## src/rtl/seq_multiplier.sv

```systemverilog
// Multi-cycle shift-add multiplier for MULT/MULTU in the EX stage.
// Operands are reduced to magnitudes on accept, one multiplier bit is
// consumed per cycle LSB-first, and the sign is reapplied in a final
// fix-up cycle that also raises the one-cycle HiLo write strobe.
module seq_multiplier #(
    parameter int WIDTH = 32
) (
    input  logic                 clk,
    input  logic                 reset,
    input  logic                 start,
    input  logic                 signed_op,
    input  logic [WIDTH-1:0]     dataA,
    input  logic [WIDTH-1:0]     dataB,
    output logic                 busy,
    output logic                 done,
    output logic                 hilo_we,
    output logic [2*WIDTH-1:0]   MulAns
);

    localparam int CNT_W = (WIDTH > 1) ? $clog2(WIDTH) : 1;

    localparam logic [1:0] IDLE = 2'd0;
    localparam logic [1:0] RUN  = 2'd1;
    localparam logic [1:0] FIX  = 2'd2;

    localparam logic [CNT_W-1:0]   LAST_BIT = CNT_W'(WIDTH - 1);
    localparam logic [CNT_W-1:0]   CNT_ONE  = CNT_W'(1);
    localparam logic [2*WIDTH-1:0] PROD_ONE = (2*WIDTH)'(1);

    logic [1:0]         state;
    logic [CNT_W-1:0]   cnt;
    logic [2*WIDTH-1:0] acc;
    logic [2*WIDTH-1:0] multiplicand;
    logic [WIDTH-1:0]   multiplier;
    logic               neg;

    // Magnitude of an operand; the most-negative value maps to 2^(WIDTH-1)
    // because the result is read back as unsigned.
    function automatic logic [WIDTH-1:0] magnitude(
        input logic signed [WIDTH-1:0] value,
        input logic                    isSigned
    );
        logic signed [WIDTH-1:0] negated;
        negated = -value;
        if (isSigned && value[WIDTH-1])
            return unsigned'(negated);
        return unsigned'(value);
    endfunction

    // Reapply the product sign as a full-width two's complement negation.
    function automatic logic [2*WIDTH-1:0] applySign(
        input logic [2*WIDTH-1:0] mag,
        input logic               isNeg
    );
        if (isNeg)
            return ~mag + PROD_ONE;
        return mag;
    endfunction

    assign hilo_we = done;

    // Control FSM plus shift-add datapath; reset clears every register.
    always_ff @(posedge clk) begin
        if (!reset) begin
            state        <= IDLE;
            busy         <= 1'b0;
            done         <= 1'b0;
            MulAns       <= '0;
            cnt          <= '0;
            acc          <= '0;
            multiplicand <= '0;
            multiplier   <= '0;
            neg          <= 1'b0;
        end else begin
            case (state)
                IDLE: begin
                    done <= 1'b0;
                    if (start) begin
                        multiplicand <= {{WIDTH{1'b0}}, magnitude(signed'(dataA), signed_op)};
                        multiplier   <= magnitude(signed'(dataB), signed_op);
                        neg          <= signed_op & (dataA[WIDTH-1] ^ dataB[WIDTH-1]);
                        acc          <= '0;
                        cnt          <= '0;
                        busy         <= 1'b1;
                        state        <= RUN;
                    end
                end
                // Accumulate one partial product per cycle, LSB of the multiplier first.
                RUN: begin
                    if (multiplier[cnt])
                        acc <= acc + (multiplicand << cnt);
                    cnt <= cnt + CNT_ONE;
                    if (cnt == LAST_BIT)
                        state <= FIX;
                end
                // Sign fix-up and result publication.
                FIX: begin
                    MulAns <= applySign(acc, neg);
                    done   <= 1'b1;
                    busy   <= 1'b0;
                    state  <= IDLE;
                end
                default: begin
                    state <= IDLE;
                    busy  <= 1'b0;
                    done  <= 1'b0;
                end
            endcase
        end
    end

endmodule
```

## config.mk

```make
export PLATFORM = sky130hd
export DESIGN_NAME = seq_multiplier
export DESIGN_NICKNAME = d
export VERILOG_FILES = /design/src/rtl/seq_multiplier.sv
export SDC_FILE = /design/constraint.sdc
export NUM_CORES = 1
export LEC_CHECK = 0
export ABC_AREA = 1
export CAP_MARGIN = 10
export CORE_MARGIN = 3
export CORE_UTILIZATION = 35
export CTS_BUF_LIST = sky130_fd_sc_hd__clkbuf_8 sky130_fd_sc_hd__clkbuf_16
export DETAILED_ROUTE_END_ITERATION = 8
export HOLD_SLACK_MARGIN = 0.1
export PLACE_DENSITY = 0.62
export SYNTH_ARGS = -nofsm -noshare
export SYNTH_HDL_FRONTEND = slang
export SYNTH_SLANG_ARGS = --single-unit
```

## constraint.sdc

```tcl
create_clock -name clk -period 4.4 [get_ports clk]
set_clock_uncertainty 0.1 [all_clocks]
set_input_delay 1.1 -clock clk [delete_from_list [all_inputs] [get_ports clk]]
set_output_delay 1.1 -clock clk [all_outputs]
set_load 0.01 [all_outputs]
```

# [Word level (Yosys, flattened, before mapping)]
# Cells that the tools add are included.
[word_totals] ram_bits=0 in_bits=68 romBits=0 elab_cells=65 mem_count=0 regBits=202 latch_bits=0
[classes] magnitude_cmp=1 multipliers=0 bitwise=4 mux=30 n_reduce_logical=9 shift=1 n_addsub=5 eq_ne=6 div_mod_pow=0
[op_table] cell="two-way mux 64 bit" n=4
[op_table] cell="two-way mux 32 bit" n=4
[op_table] cell="one-hot mux 64 bit (2 select lines)" n=1
[op_table] cell="adder 64 x 1 -> 64 bit, second input constant" n=1
[op_table] cell="adder 64 bit" n=1
[op_table] cell="negator 32 bit" n=2
[op_table] cell="inverter 64 bit" n=1
[op_table] cell="left shift 32 x 5 -> 64 bit" n=1
[op_table] cell="two-way mux 1 bit" n=13
[op_table] cell="one-hot mux 5 bit (2 select lines)" n=1
[op_table] cell="AND reduction 2 bit" n=4
[op_table] cell="< comparator 5 x 6 -> 1 bit, second input constant" n=1
[op_table] cell="!= test 2 bit, second input constant" n=3
[op_table] cell="adder 5 x 1 -> 5 bit, second input constant" n=1
[op_table] cell="binary-select mux 1 bit (select 5 bit)" n=1
[op_table] cell="equality test 5 bit, second input constant" n=1
[op_table] cell="two-way mux 5 bit" n=1
[op_table] cell="two-way mux 2 bit" n=2
[op_table] cell="one-hot mux 1 bit (2 select lines)" n=2
[op_table] cell="one-hot mux 2 bit (2 select lines)" n=1
[op_table] cell="AND reduction 3 bit" n=1
[op_table] cell="equality test 2 x 1 -> 1 bit, second input constant" n=1
[op_table] cell="equality test 2 bit, second input constant" n=1
[op_table] cell="logical AND 1 bit" n=2
[op_table] cell="5 further kinds" n=5

# [Depth between registers and ports, before layout]
# Gate-level depths: netlist (run 1).
[logic_depth] depth_word=6 mapped_depth=29 ltp_nobuf=27

# [Least setup slack after synthesis (run 1)]
# Ideal clock, no wire load.
[synth_timing] path_type="register -> register" startpoint="reg cnt[0]" endpoint="reg acc[32]" period_less_slack_ns=3.105 slack_ns=1.295 t_arrival_ns=2.892 setup_time_ns=0.113 t_required_ns=4.187 path_stages_with_launch=27 cell_sequence="dfxtp_1 buf_6 inv_4 buf_6 buf_6 nand2_1 nand2_1 o21ai_0 nor2_1 a31oi_1 nand2_1 o21ai_0 mux2i_1 ha_1 nand2_1 nor2_1 inv_1 nor2_1 inv_1 o21bai_1 inv_1 nand2_1 nand2_1 nand3_1 nand2_1 nand2_1 nor2_1"
[synth_via] elab_chain_cells=4 elab_cells_between_ends=8 classes_between="1 x add/sub; 1 x eq/ne; 1 x shift; 4 x mux; 1 x reduce/logical"
[synth_lines] item="start: declaration" line="31" text="logic [CNT_W-1:0] cnt;"
[synth_lines] item="start signal: assignment" line="92" text="cnt <= cnt + CNT_ONE;"
[synth_lines] item="left shift 32 x 5 -> 64 bit / binary-select mux 1 bit (select 5 bit) (equally long branches)" line="91, 90"
[synth_lines] item="adder 64 bit / two-way mux 1 bit (equally long branches)" line="91, 90"
[synth_lines] item="two-way mux 64 bit / != test 2 bit (equally long branches)"
[synth_lines] item="one-hot mux 64 bit (2 select lines) / AND reduction 3 bit (equally long branches)"
[synth_lines] item="end signal: assignment" line="91" text="acc <= acc + (multiplicand << cnt);"
[synth_lines] item="end: declaration" line="32" text="logic [2*WIDTH-1:0] acc;"
# Parallel ways exist; a longest one is shown, timed or not. The select of a mux whose other input is x is not followed.
# A chain may end at the register's enable or synchronous reset.

# [Worst setup path after layout (run 1)]
[layout_timing] startpoint="reg cnt[0]" endpoint="reg acc[63]"
# The elaborated chain is that of the path after synthesis.

==> results.tsv, run 1 <==
metric	value	unit
status	completed	
Primary FF master, synth	dfxtp_1	
chip width	239.1	um
initial antenna violation count	0	
via count	21510	
Sequential Power Share	35.2	%
normalized max-slew margin	26.51	%
wire per inst	16.52	um
Synth Warn #	0	
placed cell areas	21130	um^2
Internal Pwr Total	3.678	mW
row count	84	
Num CTS Buffers	26	
Layout area overhead	15.47	%
final slew viol count	0	
max cap viols	0	
grt total ovfl	0	
switching share of power	36.60	%
Final GP Congestion	1.002	
Post-Route Setup TNS	0	ns
crit path capture type	flop	
Initial Util	35.76	%
PnR Total Power	5.802	mW
final hold vios	0	
RSZ-0062 raised after global routing	false	
Antenna Nets Post-Route	0	
global-route wire length before repair	108800	um
largest stage delay on the critical path	0.47	ns
Overall Global Routing Usage	24.04	%
CP max FO	64	
ratio of cells with drive above 1 in the final layout	4.112	%
DR vias/cell	5.045	
Setup WS post-layout	0.3324	ns
CP arrival	4.41	ns
CP delay by family, top	simple AND/OR/NAND/NOR gates	
clock root buffer	clkbuf_16	
EDFF count, synth	0	
Worst EP required	4.74	ns
Leakage Power	10.95	nW
clock slew seen by the registers of the worst setup and hold paths	0.06	ns
NetSw	2.123	mW
vias in the first global route	19680	
Comb pwr share	28.5	%
nets@finish	3692	
Most common cell on crit path	nand2_1	
Final Instance Area	21960	um^2
maximum clock frequency	245.8	MHz
VDD IR max	172.3	uV
largest net degree at the start of global routing	90	
HP Class	reg2reg	
Final period util	92.45	%
#FFs+latches synth	202	
top-level port count	135	
antenna cells	0	
worst path cell trace	buf_12 > o21ai_0 > o21ai_0 > o21ai_0 > o21ai_0 > nor2_1 > ha_1 > nand2_1 > inv_1 > nand2_1 > nor3_1 > nand2_1 > nor3_1 > nand2_1 > nand2_1 > nand3_1 > nand2_1 > nor2_1	
dpl hpwl	56420	um
Post-Route WL	70420	um
Worst Max-Slew Pin Slew	1.092	ns
asr flop ratio synth	0	%
chip height	239.1	um
CP max stage cell	o21ai_0	
Synth Cell Area	19020	um^2
dpl ws	0.5192	ns
# setup viols final	0	
Pre-antenna DRT Iters	6	
Buf/Inv on CP	2	
initial detailed-routing violation count	1830	
clock sink total	202	
Avg Inst Size Synth	5.493	um^2
die area	57170	um^2
Net Count, Synth	3599	
Core Box Area	53180	um^2
power per standard cell area	264.2	nW/um^2
Mapped Cells	3462	
post-CTS setup repair buffer count	0	
clock share of power	36.3	%
Worst-Skew Late Latency	0.56	ns
H-tree Lvls	1	
fin crit period	4.068	ns
CTS tree	done	
CP Class	reg2reg	
Worst setup SP type	flop	
CTS Buffer Depth	3	
Netlist cell types	47	
Seq/Total Area, Yosys	21.26	%
DRC viols	0	
Buffers on Ports	134	
[Yosys cell counts (9+ instances only)]
| cell type | instances | area [um^2] |
|---|---|---|
| nand2_1 | 1080 | 4054 |
| inv_1 | 521 | 1956 |
| nor2_1 | 453 | 1700 |
| o21ai_0 | 250 | 1251 |
| nand3_1 | 241 | 1206 |
| dfxtp_1 | 202 | 4044 |
| a21oi_1 | 180 | 900.9 |
| clkbuf_1 | 78 | 292.8 |
| ha_1 | 68 | 850.8 |
| xor2_1 | 61 | 534.3 |
| nor3_1 | 47 | 235.2 |
| nand4_1 | 37 | 231.5 |
| mux2i_1 | 24 | 240.2 |
| xnor2_1 | 23 | 201.4 |
| buf_2 | 21 | 105.1 |
| o211ai_1 | 21 | 157.7 |
| or2_2 | 21 | 131.4 |
| buf_1 | 16 | 60.06 |
| o21ai_1 | 13 | 65.06 |
| nand3b_1 | 12 | 90.09 |
| nor4_1 | 12 | 75.07 |
| a31oi_1 | 11 | 68.82 |
| o31ai_1 | 10 | 75.07 |
| buf_6 | 9 | 101.4 |
[routing by layer]
metal | track usage [%] | up-vias | part of all wire, %
met1 | 31.86 | 9617 | 45
met5 | 0 | - | 0
li1 | - | 11110 | -
met2 | 39.44 | 641 | 44
met3 | 2.907 | 134 | 6.2
met4 | 10.32 | 0 | 4.9
[layout make-up]
class | instances | area (um^2)
fill | 5981 | 31220
multi-input combinational | 2606 | 12420
sequential | 202 | 4048
inverter | 526 | 1977
timing repair buffer | 193 | 1819
tap | 688 | 860.8
clock buffer | 29 | 703.2
clock inverter | 19 | 127.6
[state kept, by name, summed over array words and instances (netlist names)]
signal / cells
busy: 1
neg: 1
multiplicand: 32
state: 2
cnt: 5
MulAns: 64
multiplier: 32
acc: 64
done: 1
[per-stage QoR]
stage          hold slack, ns  cells  utilization (%)
3_5_place_dp           0.3846   4215            39.73
5_1_grt                0.4217   4263            41.29
3_3_place_gp           0.3832   4215            39.73
6_report               0.4030   4263            41.29
2_1_floorplan          0.3463   3462                -
4_1_cts                0.4047   4263            41.29
[timing repair]
item                                    in CTS  in global routing
endpoints found under the setup margin       0                  2
gates resized for setup                      0                  2
hold buffers                                 0                  0
[path summary, 6_finish.rpt]
kind                                              from                     end  slack [ns]  depth (start not counted)
worst max register to register     cnt[0]$_SDFFE_PN0P_    acc[63]$_SDFFE_PN0P_        0.33                         18
worst min register to register  MulAns[9]$_SDFFE_PN0P_  MulAns[9]$_SDFFE_PN0P_        0.40                          2
worst max-delay path               cnt[0]$_SDFFE_PN0P_    acc[63]$_SDFFE_PN0P_        0.33                         18
worst min-delay path            MulAns[9]$_SDFFE_PN0P_  MulAns[9]$_SDFFE_PN0P_        0.40                          2
[logic make-up (layout without fill, tap and decap cells)]
logic type | Yosys count | in the layout | share of synthesized area [%]
DFF | 202 | 202 | 21.26
xor gates and xnor gates | 84 | 84 | 3.869
AOI/OAI and AO/OA | 502 | 502 | 14.01
muxes | 24 | 24 | 1.263
adders and majority gates | 69 | 69 | 4.579
buffers and inverters | 654 | 767 | 13.49
and+or+nand+nor | 1927 | 1927 | 41.52
[power by group through the flow]
| stage | combinational, mW | clock [mW] | sequential, mW |
|---|---|---|---|
| final | 1.65 | 2.11 | 2.04 |
| after global routing | 1.85 | 2.22 | 2.05 |
| after CTS | 1.63 | 2.15 | 2.04 |
| after detailed placement | 1.63 | 0 | 2.08 |
| after global placement | 1.62 | 0 | 2.08 |
| after floorplan | 1.12 | 0 | 2.02 |
[worst reg2reg max path: cells and delay by family, from the launching register on]
family | cells | cell delay, ns
flip-flops | 1 | 0.38
AND/OR/NAND/NOR | 11 | 1.51
adder cells (fa/ha/maj) | 1 | 0.46
AO/OA/AOI/OAI | 4 | 1.14
buffers and inverters | 2 | 0.35
[cell usage in the layout (no fill, tap or decap), drive strengths merged, types with 3 or more instances in the layout]
cell / synthesis / routed
nand2: 1082 / 1082
inv: 524 / 532
nor2: 458 / 458
o21ai: 264 / 264
nand3: 242 / 242
dfxtp: 202 / 202
a21oi: 180 / 180
clkdlybuf4s50: 0 / 133
ha: 68 / 68
xor2: 61 / 61
buf: 50 / 60
nor3: 50 / 50
nand4: 37 / 37
clkbuf: 78 / 29
mux2i: 24 / 24
or2: 24 / 24
xnor2: 23 / 23
o211ai: 22 / 22
nand3b: 12 / 12
nor4: 12 / 12
a31oi: 11 / 11
o31ai: 10 / 10
clkinv: 2 / 10
o221ai: 5 / 5
and2: 4 / 4
o21bai: 4 / 4
and3: 4 / 4
a221oi: 3 / 3
No activity file was read; power rests on OpenSTA's default activity.
==> inputs of run 2 (changes only) <==
--- a/config.mk
+++ b/config.mk
@@ -13,6 +13,7 @@
 export DETAILED_ROUTE_END_ITERATION = 8
 export HOLD_SLACK_MARGIN = 0.1
 export PLACE_DENSITY = 0.62
+export REMOVE_ABC_BUFFERS = 1
 export SYNTH_ARGS = -nofsm -noshare
 export SYNTH_HDL_FRONTEND = slang
 export SYNTH_SLANG_ARGS = --single-unit
==> results.tsv, run 2 (synthesis results as in run 1) <==
metric	value	unit	change
DR vias/cell	4.991		-1.1%
Crit Reg-Reg Endpoint	acc[35]$_SDFFE_PN0P_		
grt total ovfl	0		unchanged
Worst-Skew Late Latency	0.56	ns	about the same
status	completed		
fin util	41.09	%	-0.20 points
Storage cell area	4048	um^2	unchanged
vias in the first global route	19590		-0.45%
via count	21110		-1.9%
initial antenna violation count	1		+1
hold-critical path depth	2		unchanged
Final period util	92.95	%	+0.51 points
Largest regs	MulAns x64, acc x64		
CP arrival	4.47	ns	+0.06 ns
largest net degree at the start of global routing	107		+19%
R2R Setup Slk	0.31	ns	-0.02 ns
R2R Path Start	cnt[0]$_SDFFE_PN0P_		
chip width	239.1	um	unchanged
commonest non-fill, non-tap cells in the layout	nand2_1, inv_1, nor2_1		
Multi-input gate area	12430	um^2	about the same
Leakage Power	10.83	nW	-1.1%
row count	84		unchanged
# setup viols final	0		unchanged
Overall Global Routing Usage	23.58	%	-0.45 points
RSZ-0062 raised after global routing	false		
Post-Route WL	68960	um	-2.1%
Final GP Congestion	0.9818		-2.0%
R2R cell count	20		+2
die area	57170	um^2	unchanged
VDD IR max	243.1	uV	+41%
DRC viols	0		unchanged
crit path capture type	flop		
CTS Buffer Depth	3		unchanged
clock root buffer	clkbuf_16		
power per standard cell area	272.6	nW/um^2	+3.2%
Layout area overhead	14.91	%	
Pre-antenna DRT Iters	5		-1
nets@finish	3660		-0.87%
clock sink total	202		unchanged
wire per inst	16.31	um	-1.3%
global-route wire length before repair	106700	um	-2.0%
Num CTS Buffers	25		-3.8%
final hold slack	0.3875	ns	-0.01542 ns
H-tree Lvls	1		unchanged
Initial Util	35.76	%	unchanged
normalized max-slew margin	30.43	%	+3.9 points
largest stage delay on the critical path	0.51	ns	+0.04 ns
initial detailed-routing violation count	1729		-5.5%
CP max FO	26		-59%
max cap viols	0		unchanged
ratio of cells with drive above 1 in the final layout	3.304	%	-0.81 points
CP Class	reg2reg		
Layout fillers	6011		+0.50%
clock slew seen by the registers of the worst setup and hold paths	0.06	ns	about the same
WHS Endpoint	done$_SDFFE_PN0N_		
CTS tree	done		
worst path cell trace	inv_4 > nand2_1 > nand2_1 > o21ai_0 > nor2_1 > a31oi_1 > nand2_1 > o21ai_0 > nor2_1 > ha_1 > nand2_1 > nor2_1 > nand2_1 > inv_1 > nand4_1 > nand3_1 > nand3_1 > nand3b_1 > nand3_1 > a21oi_1		
Worst EP required	4.78	ns	+0.04 ns
chip height	239.1	um	unchanged
final slew viol count	0		unchanged
maximum clock frequency	244.5	MHz	-0.55%
Antenna Nets Post-Route	0		unchanged
post-CTS setup repair buffer count	0		unchanged
Worst Max-Slew Pin Slew	1.034	ns	-0.05821 ns
Buffers on Ports	134		unchanged
commonest non-fill, non-tap cell in the layout	nand2_1		
PnR Total Power	5.957	mW	+2.7%
Worst setup SP type	flop		
HP Class	reg2reg		
hold path startpoint	done$_SDFFE_PN0N_		
CP max stage cell	dfxtp_2		
final hold vios	0		unchanged
antenna cells	0		unchanged
Core Box Area	53180	um^2	unchanged
dpl hpwl	54560	um	-3.3%
Most common cell on crit path	nand2_1		
top-level port count	135		unchanged
fin crit period	4.090	ns	+0.02236 ns
## run 2: area by class of cell
type	instances	share of cell area [%]
Multi-Input combinational cell	2606	56.87
Sequential cell	202	18.52
Inverter	526	9.047
Timing Repair Buffer	162	7.489
Tap cell	688	3.939
Clock buffer	27	2.989
Clock inverter	18	1.145
## run 2: worst max path at each step
stage | to | from
global route | acc[29]$_SDFFE_PN0P_ | cnt[0]$_SDFFE_PN0P_
detailed placement | acc[46]$_SDFFE_PN0P_ | cnt[0]$_SDFFE_PN0P_
CTS | acc[46]$_SDFFE_PN0P_ | cnt[0]$_SDFFE_PN0P_
floorplan | acc[11]$_SDFFE_PN0P_ | start
global placement | acc[62]$_SDFFE_PN0P_ | cnt[0]$_SDFFE_PN0P_
finish | acc[35]$_SDFFE_PN0P_ | cnt[0]$_SDFFE_PN0P_
## run 2: what timing repair did
action / 4_1_cts / 5_1_grt
hold buffers: 0 / 0
gates resized for setup: 0 / 1
setup endpoints to repair: 0 / 3
## run 2: per-layer routing
layer	part of all wire, %	vias up	GRT usage, %
met5	0.019	-	0
met2	44	627	38.59
met1	45	9296	31.55
li1	-	11050	-
met4	4.1	2	8.539
met3	6.8	135	3.496
## run 2: critical path: cells and delay by family, from the launching register on
| family | cells | cell delay, ns |
|---|---|---|
| flip-flops | 1 | 0.51 |
| AND/OR/NAND/NOR | 13 | 1.75 |
| buffers and inverters | 2 | 0.26 |
| adder cells (fa/ha/maj) | 1 | 0.42 |
| AO/OA/AOI/OAI | 4 | 0.97 |
## run 2: where the power goes
part,switching [mW],internal [mW],total [mW],leakage (nW)
Combinational,1.07,0.530,1.60,8.73
Clock,0.903,1.42,2.32,0.449
Sequential,0.116,1.92,2.03,1.65
Total,2.09,3.87,5.96,10.8
## run 2: through the flow
step / setup TNS [ns] / setup WS, ns / std cells / instance area (um^2)
2_1_floorplan: -199.03 / -2.608 / 3334 / 18430
3_3_place_gp: 0 / 0.3954 / 4184 / 20950
3_5_place_dp: 0 / 0.3955 / 4184 / 20950
4_1_cts: 0 / 0.4117 / 4229 / 21850
5_1_grt: 0 / 0.003942 / 4229 / 21850
6_report: 0 / 0.3101 / 4229 / 21850
